$ cat config.mk
export PLATFORM = sky130hd
export DESIGN_NAME = pf_tile_fetch
export DESIGN_NICKNAME = d
export VERILOG_FILES = /design/src/rtl/pf_tile_fetch.sv
export SDC_FILE = /design/constraint.sdc
export NUM_CORES = 1
export LEC_CHECK = 0
export ABC_AREA = 1
export CORE_AREA = 2 2 91 93
export CTS_CLUSTER_SIZE = 16
export DETAILED_ROUTE_END_ITERATION = 16
export DIE_AREA = 0 0 93 95
export PLACE_DENSITY = 0.85
export SETUP_SLACK_MARGIN = 0.5
export SYNTH_ARGS = -nofsm -noshare
export SYNTH_HDL_FRONTEND = slang
export SYNTH_SLANG_ARGS = --single-unit
$ cat constraint.sdc
create_clock -name clk -period 1.84 [get_ports clk]
set_input_delay 0.368 -clock clk [delete_from_list [all_inputs] [get_ports clk]]
set_output_delay 0.368 -clock clk [all_outputs]
set_load 0.005 [all_outputs]
$ cat src/rtl/pf_tile_fetch.sv
// rtl/pf_tile_fetch.sv - playfield tile fetch and 2bpp pixel serialiser; screen flip enabled by PF_FLIP_EN
module pf_tile_fetch #(
  parameter int COLS   = 32,
  parameter int ROWS   = 30,
  parameter int ROM_AW = 11
) (
  input  logic              clk,
  input  logic              reset_n,
  input  logic              pix_ce,
  input  logic              line_start,
  input  logic [7:0]        vline,
  input  logic              flip,
  output logic [7:0]        pf_addr,
  input  logic [31:0]       pf_dout,
  output logic [ROM_AW-1:0] rom_addr,
  input  logic [15:0]       rom_data,
  output logic [1:0]        pixel,
  output logic              pix_valid,
  output logic              busy
);

  typedef enum logic [1:0] {
    S_IDLE     = 2'd0,
    S_PREFETCH = 2'd1,
    S_ACTIVE   = 2'd2
  } state_t;

  state_t            state_q, state_d;
  logic [7:0]        vline_q, vline_d;
  logic              flip_q, flip_d;
  logic [4:0]        col_q, col_d;       // column currently being fetched
  logic [2:0]        ph_q, ph_d;
  logic              last_q, last_d;     // final column already fetched; no more fetches this line
  logic [1:0]        bank_q, bank_d;
  logic [7:0]        code_q, code_d;
  logic [15:0]       buf_q, buf_d;       // next-tile graphics {plane1, plane0}
  logic [7:0]        p0_q, p0_d;
  logic [7:0]        p1_q, p1_d;
  logic [1:0]        pixel_q, pixel_d;
  logic              pix_valid_q, pix_valid_d;
  logic [7:0]        pf_addr_q, pf_addr_d;
  logic [ROM_AW-1:0] rom_addr_q, rom_addr_d;
  logic [2:0]        line_sel;

`ifndef PF_FLIP_EN
  logic unused_flip;
  assign unused_flip = flip;
`endif

  // Tile index {row, col}, mirrored in both axes when flipped
  function automatic logic [9:0] tile_idx(input logic [4:0] row, input logic [4:0] col,
                                          input logic fl);
    logic [4:0] r;
    logic [4:0] c;
    r = fl ? (5'(ROWS - 1) - row) : row;
    c = fl ? (5'(COLS - 1) - col) : col;
    return {r, c};
  endfunction

  assign line_sel  = flip_q ? ~vline_q[2:0] : vline_q[2:0];
  assign pf_addr   = pf_addr_q;
  assign rom_addr  = rom_addr_q;
  assign pixel     = pixel_q;
  assign pix_valid = pix_valid_q;
  assign busy      = (state_q != S_IDLE);

  // Line sequencing, fetch pipeline and pixel serialiser
  always_comb begin
    state_d     = state_q;
    vline_d     = vline_q;
    flip_d      = flip_q;
    col_d       = col_q;
    ph_d        = ph_q;
    last_d      = last_q;
    bank_d      = bank_q;
    code_d      = code_q;
    buf_d       = buf_q;
    p0_d        = p0_q;
    p1_d        = p1_q;
    pixel_d     = pixel_q;
    pix_valid_d = pix_valid_q;
    pf_addr_d   = pf_addr_q;
    rom_addr_d  = rom_addr_q;

    if (line_start) begin
      // A new line always wins: drop any tile in flight and restart from column 0
      vline_d     = vline;
`ifdef PF_FLIP_EN
      flip_d      = flip;
`endif
      col_d       = 5'd0;
      ph_d        = 3'd0;
      last_d      = 1'b0;
      p0_d        = 8'd0;
      p1_d        = 8'd0;
      pixel_d     = 2'd0;
      pix_valid_d = 1'b0;
      if ({1'b0, vline[7:3]} < 6'(ROWS)) begin
        state_d = S_PREFETCH;
        {bank_d, pf_addr_d} = tile_idx(vline[7:3], 5'd0, flip_d);
        // A coincident strobe is consumed as the address phase of tile 0
        if (pix_ce) ph_d = 3'd1;
      end else begin
        state_d = S_IDLE;
      end
    end else if (pix_ce && (state_q != S_IDLE)) begin
      ph_d = ph_q + 3'd1;

      // Each memory read gets a whole phase to settle so the 1-clk RAM/ROM latency
      // is met even when pix_ce is high on every clock
      if (!last_q) begin
        case (ph_q)
          3'd0:    {bank_d, pf_addr_d} = tile_idx(vline_q[7:3], col_q, flip_q);
          3'd2:    code_d = pf_dout[{bank_q, 3'b000} +: 8];
          3'd3:    rom_addr_d = ROM_AW'({code_q, line_sel});
          3'd5:    buf_d = rom_data;
          default: ;
        endcase
      end

      if (state_q == S_ACTIVE) begin
        pixel_d = flip_q ? {p1_q[0], p0_q[0]} : {p1_q[7], p0_q[7]};
        p1_d    = flip_q ? (p1_q >> 1) : (p1_q << 1);
        p0_d    = flip_q ? (p0_q >> 1) : (p0_q << 1);
      end

      if (ph_q == 3'd7) begin
        if ((state_q == S_ACTIVE) && last_q) begin
          state_d     = S_IDLE;
          col_d       = 5'd0;
          last_d      = 1'b0;
          p0_d        = 8'd0;
          p1_d        = 8'd0;
          pixel_d     = 2'd0;
          pix_valid_d = 1'b0;
        end else begin
          // Present the first pixel of the buffered tile; the shifter keeps the other seven
          state_d     = S_ACTIVE;
          pix_valid_d = 1'b1;
          pixel_d     = flip_q ? {buf_q[8], buf_q[0]} : {buf_q[15], buf_q[7]};
          p1_d        = flip_q ? (buf_q[15:8] >> 1) : (buf_q[15:8] << 1);
          p0_d        = flip_q ? (buf_q[7:0] >> 1) : (buf_q[7:0] << 1);
          if (col_q == 5'(COLS - 1)) begin
            last_d = 1'b1;
          end else begin
            col_d = col_q + 5'd1;
          end
        end
      end
    end
  end

  // State and datapath registers
  always_ff @(posedge clk or negedge reset_n) begin
    if (!reset_n) begin
      state_q     <= S_IDLE;
      vline_q     <= 8'd0;
      flip_q      <= 1'b0;
      col_q       <= 5'd0;
      ph_q        <= 3'd0;
      last_q      <= 1'b0;
      bank_q      <= 2'd0;
      code_q      <= 8'd0;
      buf_q       <= 16'd0;
      p0_q        <= 8'd0;
      p1_q        <= 8'd0;
      pixel_q     <= 2'd0;
      pix_valid_q <= 1'b0;
      pf_addr_q   <= 8'd0;
      rom_addr_q  <= '0;
    end else begin
      state_q     <= state_d;
      vline_q     <= vline_d;
      flip_q      <= flip_d;
      col_q       <= col_d;
      ph_q        <= ph_d;
      last_q      <= last_d;
      bank_q      <= bank_d;
      code_q      <= code_d;
      buf_q       <= buf_d;
      p0_q        <= p0_d;
      p1_q        <= p1_d;
      pixel_q     <= pixel_d;
      pix_valid_q <= pix_valid_d;
      pf_addr_q   <= pf_addr_d;
      rom_addr_q  <= rom_addr_d;
    end
  end

endmodule
==> run summary <==
The most used flip-flop cell after synthesis is dfrtp_1. The height of the chip came out at roughly 95 µm. The detail-routed net length per standard cell came out at 20.31 µm. Among all cell types in the netlist, the one instantiated most often is nand2_1. The initial antenna violation count is 0. For the worst flop-to-flop path, the logic depth is 7. The starting density of the core is 0.4830. The number of max-cap violations is 0. The number of diodes is 0. By area the synthesized netlist is led by dfrtp_1 52%, nand2_1 15%, o21ai_0 6.7%.

The total negative slack for setup checks is 0 ns. Yosys mapped a number of flops with a built-in enable equal to 0. The critical path is of the register to register type. The mean number of vias per cell came out at 5.935. The later pin in the worst-skew pair is clocked with a latency of 0.36 ns. The share of layout cells above drive strength 1 is 0.3730. The number of clock sinks came out at 80. The number of vias after detailed routing is 4362. The detailed placement HPWL came out at 6.251 mm. The top cell type's share of synthesized area is 0.5229. The slew at the pin closest to its max-slew limit came out at ~0.33 ns.

The final count of pins violating max slew is 0. The flow ran to the end, and the final reports show no timing, DRC or antenna violations. The number of nets in the finished design came out at 694. STA classifies the critical path startpoint as a register.

The floorplan step defined a die boundary enclosing approximately 8800 µm². Setup repair after global routing could not meet its margin everywhere. The global-route wire length before repair is around 19 mm. The chip width is between 90 and 100 µm.

The CTS tree is built. The number of unique standard cell types used by synthesis is 22. The final core utilization is 0.7932. Dividing the final minimum period by the clock period gives 0.9074.

The maximum number of pins on one net before global-route repair is 61. The clock passes through at most 2 buffers. The data arrival time of the critical path is 1.90 ns. The area added between synthesis and finish came out at 64.25%.

The core outline area came out at 7928 µm². The number of input and output port buffers inserted is 82. For the worst setup path, the data required time is 2.07 ns.

The proportion of synthesized flip-flops having asynchronous set or reset came out at 1.000. The synthesized area per cell came out at 8.043 µm². The sum of internal, switching and leakage power came out at 0.005468 W. The final hold violation count was 0. In this run, CTS created clock tree buffers numbering 9. The sequential cell area fraction in the yosys report came out at 0.5229.

The power per cell area is between 800 and 900 nW/µm². The largest driver fanout on the critical path is 5. The total wire length after detailed routing is roughly 15 mm. The cell area after synthesis came out at 3829 µm². The via count of the first global-routing pass came out at 3963. The number of rows created at floorplan came out at 33. The largest total area in the synthesized netlist belongs to dfrtp_1. The number of synthesized register bits is 80.

Setup violations remaining at the end of the flow were counted as 0. Measured against its own limit, the worst slew margin works out to 0.7768. The all-layer global routing usage is 0.2744. The cell leakage power is between 2 and 3 nW.

The first routing iteration left 480 violations. The worst register-to-register path begins at ph_q[1]. The weighted congestion at the end of routability-driven global placement came out at 0.8135. CTS placed an instance of clkbuf_8 at the clock tree root. The number of nets in the synthesized netlist is 545. The number of filler cells placed in the layout is roughly 440. The remaining number of nets flagged by the antenna check after routing is 0.

The maximum resistive drop on vdd came out at 742.3 µV. The number of H-tree branching levels is 3. After clock tree synthesis, the clock-pin slew on the worst setup and hold paths is 0.09 ns. For the finished layout, the period the worst path requires is 1.670 ns. The path category of the worst min-delay check is input pin to asynchronous set/reset pin. In the synthesized netlist, the number of instances is 476. The worst clock skew is 0.01005 ns.

In this run the register-to-register setup slack is 0.17 ns. The fmax is ~600 MHz. The first-pass iteration count of the detailed router is 5.

The aggregate global routing overflow came out at 0. The endpoint of the worst-slack reg-to-reg timing path is p1_q[3]. The count of synthesis-stage warnings from yosys came out at 0.

The post-route DRC violation count is 0. The endpoint class of the critical path is a register. The number of top-level pins is 84. The commonest cells after synthesis are 153 x nand2_1, 80 x dfrtp_1, 51 x o21ai_0.
logic make-up after synthesis:
family	after synthesis	share of synthesized area
flip-flops	80	0.5229
AO/OA/AOI/OAI	83	0.1212
adder cells (fa/ha/maj)	8	0.02614
buffers and inverters	62	0.06732
AND/OR/NAND/NOR	243	0.2624
worst max path at each step:
stage | cells past startpoint | start | slack, ns | end
6_report | 7 | ph_q[1] | 0.17 | p1_q[3]
5_1_grt | 7 | ph_q[1] | 0.17 | p1_q[3]
4_1_cts | 7 | ph_q[1] | 0.41 | p0_q[5]
3_5_place_dp | 8 | line_start | 0.01 | pixel[0]
3_3_place_gp | 8 | line_start | 0.02 | col_q[4]
2_1_floorplan | 9 | ph_q[0] | 0.42 | p0_q[2]
through the flow:
stage,cell area [µm²],hold slack [ns],setup slack [ns],std cells
5_1_grt,6289,0.4740,0.1694,735
6_report,6289,0.4325,0.1703,735
2_1_floorplan,3905,0.07241,0.4249,476
4_1_cts,5635,0.4452,0.4066,712
3_5_place_dp,4847,0.2765,0.01097,655
3_3_place_gp,4847,0.2683,0.02018,655
placed cells by master, fill, tap and decap left out, types with 2 or more instances in the layout:
master	instances
nand2_8	3
nand3_2	25
ha_4	7
clkbuf_2	9
nand2_4	15
buf_8	3
nand4_1	2
nor2_4	4
nand3_1	5
a22oi_2	5
dfrtp_2	4
buf_4	45
inv_1	31
inv_2	6
clkdlybuf4s50_1	56
o21ai_2	15
dlygate4sd2_1	2
nand2_2	35
clkinvlp_4	2
clkbuf_8	9
buf_6	17
buf_12	4
a22oi_1	9
bufinv_16	2
nand2_1	109
o21ai_1	27
inv_8	3
nand3_4	9
o21ai_0	24
clkdlybuf4s15_1	12
nor2_1	40
clkbuf_16	2
clkinv_2	3
dfrtp_1	76
cell type report:
cell class	count	area, µm²	area share
tap	105	131.4	0.02089
clock inverter	6	83.83	0.01333
multi-input combinational	340	2261	0.3595
sequential	80	2007	0.3191
timing repair buffer	152	1490	0.2370
timing repair inverter	1	7.507	0.001194
inverter	41	180.2	0.02865
clock buffer	10	127.6	0.02029
state kept, by name, summed over array words and instances, names as in the netlist, 3 cells and up:
register and flops:
pf_addr 8, code_q 8, col_q 5, p1_q 7
p0_q 7, vline_q 8, ph_q 3, rom_addr 11
buf_q 16
metal layers:
layer	wire, µm	vias to the layer above	GRT usage
met5	0	-	0
met4	847	0	0.1287
met3	1085	97	0.04469
met2	7528	301	0.4620
met1	5467	2119	0.3487
li1	-	1845	-
report_power, final:
| part | total, W | leakage (nW) | internal [W] | switching [W] |
|---|---|---|---|---|
| registers | 0.00231 | 1.04 | 0.00209 | 0.000221 |
| logic | 0.00171 | 1.82 | 0.000820 | 0.000894 |
| clock network | 0.00144 | 0.110 | 0.000761 | 0.000681 |
| total | 0.00547 | 2.97 | 0.00367 | 0.00180 |
critical path, cell delays in order, from the launching register on:
cell and delay [ns]:
dfrtp_2 0.47, ha_4 0.20, ha_4 0.20, buf_4 0.17, nand2_1 0.09, inv_1 0.06
a22oi_1 0.22, o21ai_1 0.13
repair_timing:
item	in CTS	in global routing
resized for setup	118	154
setup endpoints to repair	92	87
buffers inserted	29	19
endpoints found under the hold margin	20	0
cloned	11	4
hold buffers	1	0
pin swaps	29	35
Power figures use the tool's default switching activity.
